`config.mk`:
```
export PLATFORM = sky130hd
export DESIGN_NAME = t02_wb_arbiter_manager
export DESIGN_NICKNAME = d
export VERILOG_FILES = /design/src/rtl/t02_wb_arbiter_manager.sv
export SDC_FILE = /design/constraint.sdc
export NUM_CORES = 1
export LEC_CHECK = 0
export BUFFER_PORTS_ARGS = -buffer_cell sky130_fd_sc_hd__buf_4
export CAP_MARGIN = 20
export CORE_MARGIN = 2
export CORE_UTILIZATION = 40
export CTS_CLUSTER_DIAMETER = 40
export CTS_CLUSTER_SIZE = 40
export DETAILED_ROUTE_END_ITERATION = 10
export PLACE_DENSITY = 0.74
export SLEW_MARGIN = 20
export SYNTH_ARGS = -nofsm -noshare
export SYNTH_HDL_FRONTEND = slang
export SYNTH_SLANG_ARGS = --single-unit
```
`constraint.sdc`:
```
create_clock -name clk -period 3.3 [get_ports clk]
set_clock_uncertainty 0.15 [all_clocks]
set_input_delay 0.66 -clock clk [delete_from_list [all_inputs] [get_ports clk]]
set_output_delay 0.66 -clock clk [all_outputs]
set_load 0.01 [all_outputs]
```
`src/rtl/t02_wb_arbiter_manager.sv`:
```
// Wishbone B4 classic master shared by NUM_CH request channels.
// Round-robin grant, per-transfer byte select, ERR_I handling and an ACK timeout.
`timescale 1ns/1ps
module t02_wb_arbiter_manager #(
  parameter int unsigned NUM_CH         = 2,
  parameter int unsigned ADDR_W         = 32,
  parameter int unsigned DATA_W         = 32,
  parameter int unsigned TIMEOUT_CYCLES = 256
) (
  input  logic                       clk,
  input  logic                       rst,
  input  logic [NUM_CH-1:0]          req_read,
  input  logic [NUM_CH-1:0]          req_write,
  input  logic [NUM_CH*ADDR_W-1:0]   req_addr,
  input  logic [NUM_CH*DATA_W-1:0]   req_wdata,
  input  logic [NUM_CH*DATA_W/8-1:0] req_sel,
  output logic [NUM_CH*DATA_W-1:0]   rdata,
  output logic [NUM_CH-1:0]          busy,
  output logic [NUM_CH-1:0]          err,
  output logic [ADDR_W-1:0]          ADR_O,
  output logic [DATA_W-1:0]          DAT_O,
  output logic [DATA_W/8-1:0]        SEL_O,
  output logic                       WE_O,
  output logic                       STB_O,
  output logic                       CYC_O,
  input  logic [DATA_W-1:0]          DAT_I,
  input  logic                       ACK_I,
  input  logic                       ERR_I
);

  localparam int unsigned SEL_W = DATA_W / 8;
  localparam int unsigned IDX_W = (NUM_CH > 1) ? $clog2(NUM_CH) : 1;
  localparam int unsigned CNT_W = (TIMEOUT_CYCLES > 1) ? $clog2(TIMEOUT_CYCLES) : 1;
  localparam logic [CNT_W-1:0] CNT_LAST =
    CNT_W'((TIMEOUT_CYCLES == 32'd0) ? 32'd0 : TIMEOUT_CYCLES - 32'd1);

  typedef enum logic [1:0] {IDLE, BUS, DONE} state_t;

  state_t             state;
  logic [IDX_W-1:0]   last_grant;
  logic [IDX_W-1:0]   cur;
  logic [CNT_W-1:0]   cnt;
  logic [NUM_CH-1:0]  done;
  logic [NUM_CH-1:0]  req_any;
  logic               gnt_valid;
  logic [IDX_W-1:0]   gnt_idx;
  logic [IDX_W-1:0]   cand;
  logic               timeout_hit;

  assign req_any     = req_read | req_write;
  assign busy        = req_any & ~done;
  assign timeout_hit = (TIMEOUT_CYCLES != 32'd0) && (cnt == CNT_LAST);

  // Round-robin search starting just after the previous grant.
  always_comb begin
    gnt_valid = 1'b0;
    gnt_idx   = '0;
    cand      = '0;
    for (int unsigned k = 1; k <= NUM_CH; k++) begin
      cand = IDX_W'((32'(last_grant) + k) % NUM_CH);
      if (!gnt_valid && req_any[cand]) begin
        gnt_valid = 1'b1;
        gnt_idx   = cand;
      end
    end
  end

  always_ff @(posedge clk) begin
    if (rst) begin
      state      <= IDLE;
      last_grant <= IDX_W'(NUM_CH - 1);
      cur        <= '0;
      cnt        <= '0;
      done       <= '0;
      err        <= '0;
      rdata      <= '0;
      ADR_O      <= '0;
      DAT_O      <= '0;
      SEL_O      <= '0;
      WE_O       <= 1'b0;
      STB_O      <= 1'b0;
      CYC_O      <= 1'b0;
    end else begin
      done <= '0;
      err  <= '0;
      case (state)
        IDLE: begin
          if (gnt_valid) begin
            cur        <= gnt_idx;
            last_grant <= gnt_idx;
            ADR_O      <= req_addr[gnt_idx*ADDR_W +: ADDR_W];
            DAT_O      <= req_wdata[gnt_idx*DATA_W +: DATA_W];
            SEL_O      <= req_sel[gnt_idx*SEL_W +: SEL_W];
            WE_O       <= req_write[gnt_idx];
            CYC_O      <= 1'b1;
            STB_O      <= 1'b1;
            cnt        <= '0;
            state      <= BUS;
          end
        end
        // ERR_I outranks ACK_I; the timeout only fires on a silent slave.
        BUS: begin
          if (ERR_I || (!ACK_I && timeout_hit)) begin
            CYC_O     <= 1'b0;
            STB_O     <= 1'b0;
            err[cur]  <= 1'b1;
            done[cur] <= 1'b1;
            state     <= DONE;
          end else if (ACK_I) begin
            CYC_O     <= 1'b0;
            STB_O     <= 1'b0;
            done[cur] <= 1'b1;
            if (!WE_O) rdata[cur*DATA_W +: DATA_W] <= DAT_I;
            state     <= DONE;
          end else if (TIMEOUT_CYCLES != 32'd0) begin
            cnt <= cnt + CNT_W'(1);
          end
        end
        DONE: begin
          cnt   <= '0;
          state <= IDLE;
        end
        default: state <= IDLE;
      endcase
    end
  end

endmodule

```
==> results.sh, run 1 <==
export IMPL_core_area_mm2=0.01459
export IMPL_wl_per_cell_um=15.96
export IMPL_drt_total_wl_mm=18.71
export IMPL_crit_fanout=3
export IMPL_ir_worst_vdd_mv=0.3050
export IMPL_slew_viol_final=0
export IMPL_first_global_vias=5664
export IMPL_portBuffers=314
export IMPL_dpl_instance_area_mm2=0.008502
export IMPL_crit_chain="buf_4 > or2_1 > nor2b_1 > buf_4"
export IMPL_final_util=0.6264
export IMPL_yosysMostFrequentCell="dfxtp_1"
export IMPL_drc=0
export IMPL_viasPerCell=5.047
export IMPL_antenna_cells=0
export IMPL_fp_row_count=44
export IMPL_cts_sinks=150
export IMPL_hold_depth=2
export IMPL_reg2regPathDepth=5
export IMPL_ys_flop_type="dfxtp_1"
export IMPL_setup_ws_ns=1.170
export IMPL_fin_crit_ns=2.130
export IMPL_path_clk_slew_ns=0.06
export IMPL_min_period_over_period=0.6453
export IMPL_grt_max_degree=138
export IMPL_first_iter_violations=342
export IMPL_yosys_register_bits=150
export IMPL_multi_input_area_mm2=0.002743
export IMPL_cts_hold_buf=0
export IMPL_cts_resized=0
export IMPL_crit_slowest_cell="or2_1"
export IMPL_ios=315
export IMPL_critPathLaunchType="input port"
export IMPL_tns_ns=0
export IMPL_final_area_mm2=0.009139
export IMPL_ant_nets=0
export IMPL_tightest_slew_ns=0.6494
export IMPL_vias=5915
export IMPL_track_usage=0.2253
export IMPL_yosysTopAreaCell="dfxtp_1"
export IMPL_p_per_area_mw_per_mm2=555.6
export IMPL_grt_pass1_wl_mm=28.58
export IMPL_ys_seq_area_frac=0.4992
export IMPL_nFillCells=1280
export IMPL_gp_congestion=0.7879
export IMPL_die_w_um=126.6
export IMPL_yosys_area_top_type_share=0.4992
export IMPL_synth_cells=684
export IMPL_ff_latch_area_mm2=0.003003
export IMPL_dieArea_mm2=0.01604
export IMPL_synth_cell_types=36
export IMPL_post_cts_buffers=0
export IMPL_htree_levels=4
export IMPL_power_leakage_uw=0.004018
export IMPL_synth_area_leaders="dfxtp_1 50%, mux2i_1 11%, a211oi_1 8.5%, nand2_1 8.2%, a21oi_1 5.9%"
export IMPL_fin_hold_ws_ns=0.3038
export IMPL_fin_nets=1152
export IMPL_critPathMaxStageDelay_ns=0.26
export IMPL_post_place_ws_ns=0.7293
export IMPL_insertion_delay_ns=0.41
export IMPL_die_h_um=126.6
export IMPL_cp_common_cell="buf_4"
export IMPL_status="completed"
export IMPL_synth_edff_count=0
export IMPL_fmax_mhz=469.6
export IMPL_rsz0062_at_grt="no"
export IMPL_drtPass1Iterations=5
export IMPL_synthArstFlopShare=0
export IMPL_cp_data_arrival_time_ns=1.32
export IMPL_initial_core_util=0.4123
export IMPL_endpoint_kind="output pin"
export IMPL_hold_class="reg -> reg"
export IMPL_layout_drive_gt1_share=0.3715
export IMPL_syn_nets=861
export IMPL_root_buffer="clkbuf_16"
export IMPL_antenna_found_initial=0
export IMPL_area_growth_pct=51.91
export IMPL_dp_hpwl_mm=13.48
export IMPL_syn_avg_cell_area_um2=8.795
export IMPL_grt_overflow_total=0
export IMPL_relSlewSlack=0.5661
export IMPL_hold_viol_final=0
export IMPL_ys_warn_count=0
export IMPL_ctsLongestPathBuffers=2
export IMPL_setup_viol=0
export IMPL_numCtsBuffers=17
export IMPL_synth_common_cells="150 x dfxtp_1, 131 x nand2_1, 82 x nor2_1"
export IMPL_maxCapViolations=0
export IMPL_path_class="in -> out"
export IMPL_synth_area_mm2=0.006016
export IMPL_cts_tree="yes"
export IMPL_required_ns=2.49
layout make-up:
type | count | share of cell area
clock buffer | 18 | 0.04806
clock inverter | 14 | 0.02163
inverter | 5 | 0.002054
multi-input combinational | 472 | 0.3001
sequential | 150 | 0.3286
tap | 184 | 0.02519
timing repair buffer | 329 | 0.2744
cells by family after synthesis:
logic type                 Yosys count  synth area share
muxes                               68            0.1131
buffers and inverters               62           0.05054
and+or+nand+nor                    240            0.1631
AOI/OAI and AO/OA                  163            0.1720
adders and majority gates            1          0.002080
DFF                                150            0.4992
stage by stage:
stage | std cells | power (µW)
finish | 1172 | 5077
CTS | 1172 | 5112
floorplan | 684 | 2536
detailed placement | 1140 | 3028
global placement | 1140 | 3017
global route | 1172 | 5303
critical path: cells and delay by family:
| kind | cells | cell delay [ns] |
|---|---|---|
| buffers and inverters | 2 | 0.24 |
| and+or+nand+nor | 2 | 0.41 |
routing by layer:
| layer | track usage | up-vias | wire length, µm |
|---|---|---|---|
| met4 | 0.09244 | 0 | 520 |
| met5 | 0 | - | 0 |
| met2 | 0.3800 | 220 | 9196 |
| met1 | 0.2572 | 2689 | 7258 |
| li1 | - | 2972 | - |
| met3 | 0.08477 | 34 | 1732 |
power breakdown:
| group | switching, µW | total (µW) | internal (µW) |
|---|---|---|---|
| clock network | 795 | 2090 | 1290 |
| registers | 82.1 | 2030 | 1950 |
| logic | 469 | 956 | 487 |
| total | 1350 | 5080 | 3730 |
registers in the layout, summed over array words and instances, names as in the netlist:
name        count
rdata          64
ADR_O          32
DAT_O          32
cnt             8
SEL_O           4
done            2
err             2
state           2
CYC_O           1
WE_O            1
cur             1
last_grant      1
worst paths after layout:
kind / start / end / slack, ns
setup / recovery: req_write[0] / busy[0] / 1.17
hold / removal: rdata[18]$_SDFFE_PP0P_ / rdata[18]$_SDFFE_PP0P_ / 0.30
setup reg to reg: cnt[0]$_SDFFE_PP0P_ / cnt[3]$_SDFFE_PP0P_ / 1.21
hold reg to reg: rdata[18]$_SDFFE_PP0P_ / rdata[18]$_SDFFE_PP0P_ / 0.30
layout by cell type (no fill, tap or decap), types with 2 or more instances in the layout:
cell type     n
bufinv_16     4
a21boi_0      2
a311o_1       2
buf_12        3
nor2_1       82
a31oi_1       6
mux2i_1      68
clkinv_4      3
nand4_1       2
nor3_1        4
clkbuf_16    17
clkinvlp_4    2
clkinv_2      2
or2_1         2
buf_4       326
nor4_4        2
a2bb2oi_1     2
or4_1         3
o21a_1        2
o21ai_0       6
nand2_1     131
nand2b_1      2
inv_1         4
a211oi_1     68
nand3_1       6
inv_6         3
a21oi_1      70
dfxtp_1     150
No activity file was read; power rests on OpenSTA's default activity.
==> run 2, diff against run 1 <==
- ABC_AREA: default -> 1
- PLACE_DENSITY: 0.74 -> 0.77
- clock period: 3.3 -> 1.84 ns (I/O delays scaled with it)
==> results.sh, run 2 <==
export IMPL_hold_viol_final=0
export IMPL_synth_cell_types=29
export IMPL_ctsLongestPathBuffers=2
export IMPL_root_buffer="clkbuf_16"
export IMPL_fmax_mhz=581.2
export IMPL_crit_family="simple AND/OR/NAND/NOR gates"
export IMPL_syn_avg_cell_area_um2=7.562
export IMPL_drc=0
export IMPL_combPwrFrac=0.215
export IMPL_dieArea_mm2=0.01603
export IMPL_post_place_ws_ns=0.05179
export IMPL_initial_core_util=0.4121
export IMPL_die_w_um=126.6
export IMPL_setup_viol=0
export IMPL_largest_register_ffs=64
export IMPL_ys_flop_type="dfxtp_1"
export IMPL_antenna_cells=0
export IMPL_min_period_over_period=0.9351
export IMPL_final_common_cell="buf_4"
export IMPL_synth_area_leaders="dfxtp_1 50%, nand2_1 11%, o21ai_0 9.7%, nor2_1 8.9%, a31oi_1 7.1%"
export IMPL_drtPass1Iterations=5
export IMPL_antenna_found_initial=0
export IMPL_relSlewSlack=0.7262
export IMPL_wl_per_cell_um=15.41
export IMPL_cp_data_arrival_time_ns=1.88
export IMPL_synth_common_cells="170 x nand2_1, 150 x dfxtp_1, 143 x nor2_1"
export IMPL_yosys_area_top_type_share=0.4995
export IMPL_ir_worst_vdd_mv=0.6264
export IMPL_cts_sinks=150
export IMPL_synth_edff_count=0
export IMPL_gp_congestion=0.8403
export IMPL_placed_cells=1255
export IMPL_grt_overflow_total=0
export IMPL_endpoint_kind="flip-flop"
export IMPL_fp_row_count=44
export IMPL_p_per_area_mw_per_mm2=994.1
export IMPL_power_leakage_uw=0.004256
export IMPL_core_area_mm2=0.01459
export IMPL_syn_nets=972
export IMPL_synth_area_mm2=0.006012
export IMPL_cts_tree="yes"
export IMPL_ios=315
export IMPL_status="completed"
export IMPL_multi_input_area_mm2=0.002610
export IMPL_ant_nets=0
export IMPL_vias=6489
export IMPL_yosys_register_bits=150
export IMPL_synthArstFlopShare=0
export IMPL_p_sw_uw=2579
export IMPL_critPathLaunchType="flip-flop"
export IMPL_hold_class="in -> reg"
export IMPL_final_cell_mix="322 x buf_4, 170 x nand2_1, 148 x dfxtp_1"
export IMPL_crit_fanout=8
export IMPL_first_global_vias=6126
export IMPL_synth_cells=795
export IMPL_slew_viol_final=0
export IMPL_critPathBufInv=1
export IMPL_track_usage=0.2423
export IMPL_required_ns=2.00
export IMPL_fin_crit_ns=1.720
export IMPL_reg2reg_slack_ns=0.12
export IMPL_critPathMaxStageDelay_ns=0.36
export IMPL_ys_seq_area_frac=0.4995
export IMPL_insertion_delay_ns=0.42
export IMPL_yosysTopAreaCell="dfxtp_1"
export IMPL_ff_latch_area_mm2=0.003005
export IMPL_top_register="rdata"
export IMPL_tightest_slew_ns=0.4107
export IMPL_path_clk_slew_ns=0.06
export IMPL_yosysMostFrequentCell="nand2_1"
export IMPL_fin_nets=1267
export IMPL_portBuffers=314
export IMPL_layout_drive_gt1_share=0.3509
export IMPL_nFillCells=1290
export IMPL_biggestRegsByFlops="rdata: 64 flops, ADR_O: 32 flops, DAT_O: 32 flops"
export IMPL_area_growth_pct=52.94
export IMPL_numCtsBuffers=17
export IMPL_crit_chain="ha_2 > nand3_1 > nor2_2 > nand2_1 > nand3_1 > nand2_1 > buf_4 > a21oi_2 > nor2_1"
export IMPL_drt_total_wl_mm=19.84
export IMPL_viasPerCell=5.042
export IMPL_grt_max_degree=84
export IMPL_p_seq_frac=0.408
export IMPL_dp_hpwl_mm=14.37
export IMPL_finalNonFillerCells=1287
export IMPL_first_iter_violations=384
export IMPL_power_internal_uw=6562
export IMPL_path_class="reg -> reg"
export IMPL_crit_slowest_cell="dfxtp_1"
export IMPL_htree_levels=4
export IMPL_maxCapViolations=0
export IMPL_grt_pass1_wl_mm=31.02
export IMPL_setup_ws_ns=0.1195
export IMPL_swShare=0.2822
export IMPL_clkPwrFrac=0.377
export IMPL_die_h_um=126.6
export IMPL_ys_warn_count=0
## run 2: cell count changes in the layout (fill, tap and decap cells not counted), sizes merged, moves of 16 or more
cell    change
a211oi     -68
nand2      +43
a31oi      +62
nor2       +65
inv        +16
o21ai     +131
mux2i      -68
a21oi      -59
## run 2: worst paths after layout
kind | end | start | cells past startpoint
max | cnt[0]$_SDFFE_PP0P_ | cnt[1]$_SDFFE_PP0P_ | 9
min | cur$_SDFFE_PP0P_ | rst | 2
max reg2reg | cnt[0]$_SDFFE_PP0P_ | cnt[1]$_SDFFE_PP0P_ | 9
min reg2reg | rdata[9]$_SDFFE_PP0P_ | rdata[9]$_SDFFE_PP0P_ | 2
## run 2: per-layer routing
metal  vias to the layer above  routed length (µm)  global-route usage
met1                      2943                7519              0.2742
li1                       3248                   -                   -
met5                         -                   0                   0
met3                        39                2052             0.09363
met4                         0                 512             0.08856
met2                       259                9752              0.4146
## run 2: cell families after synthesis
family	synth area share
AO/OA/AOI/OAI	0.2050
buffers and inverters	0.06826
adder cells (fa/ha/maj)	0.002081
AND/OR/NAND/NOR	0.2252
flip-flops	0.4995
## run 2: stage by stage
stage | total power [µW] | utilization | setup TNS (ns) | hold slack, ns | area [µm²]
4_1_cts | 9205 | 0.6293 | 0 | 0.01026 | 9181
3_5_place_dp | 5752 | 0.5890 | 0 | 0.3229 | 8593
6_report | 9141 | 0.6303 | 0 | 0.02760 | 9195
2_1_floorplan | 4726 | - | 0 | 0.2871 | 6012
5_1_grt | 9593 | 0.6303 | -0.01393 | 0.02230 | 9195
3_3_place_gp | 5729 | 0.5890 | 0 | 0.3131 | 8593
## run 2: cell type report
cell class / instances / area share
clock buffer: 18 / 0.04776
inverter: 22 / 0.009117
clock inverter: 14 / 0.01619
timing repair buffer: 335 / 0.2912
multi-input combinational: 564 / 0.2838
tap: 184 / 0.02504
sequential: 150 / 0.3268
## run 2: repair_timing
item	in CTS	in global routing
resized for setup	0	5
hold buffers	0	0
setup endpoints to repair	0	2
buffers inserted	0	0
hold endpoints to repair	0	0
## run 2: power by group through the flow
| stage | Combinational [µW] | Sequential (µW) | Clock (µW) |
|---|---|---|---|
| after detailed placement | 1970 | 3780 | 0 |
| after global placement | 1950 | 3780 | 0 |
| after CTS | 1970 | 3730 | 3510 |
| final | 1970 | 3730 | 3440 |
| after global routing | 2150 | 3770 | 3670 |
| after floorplan | 824 | 3900 | 0 |
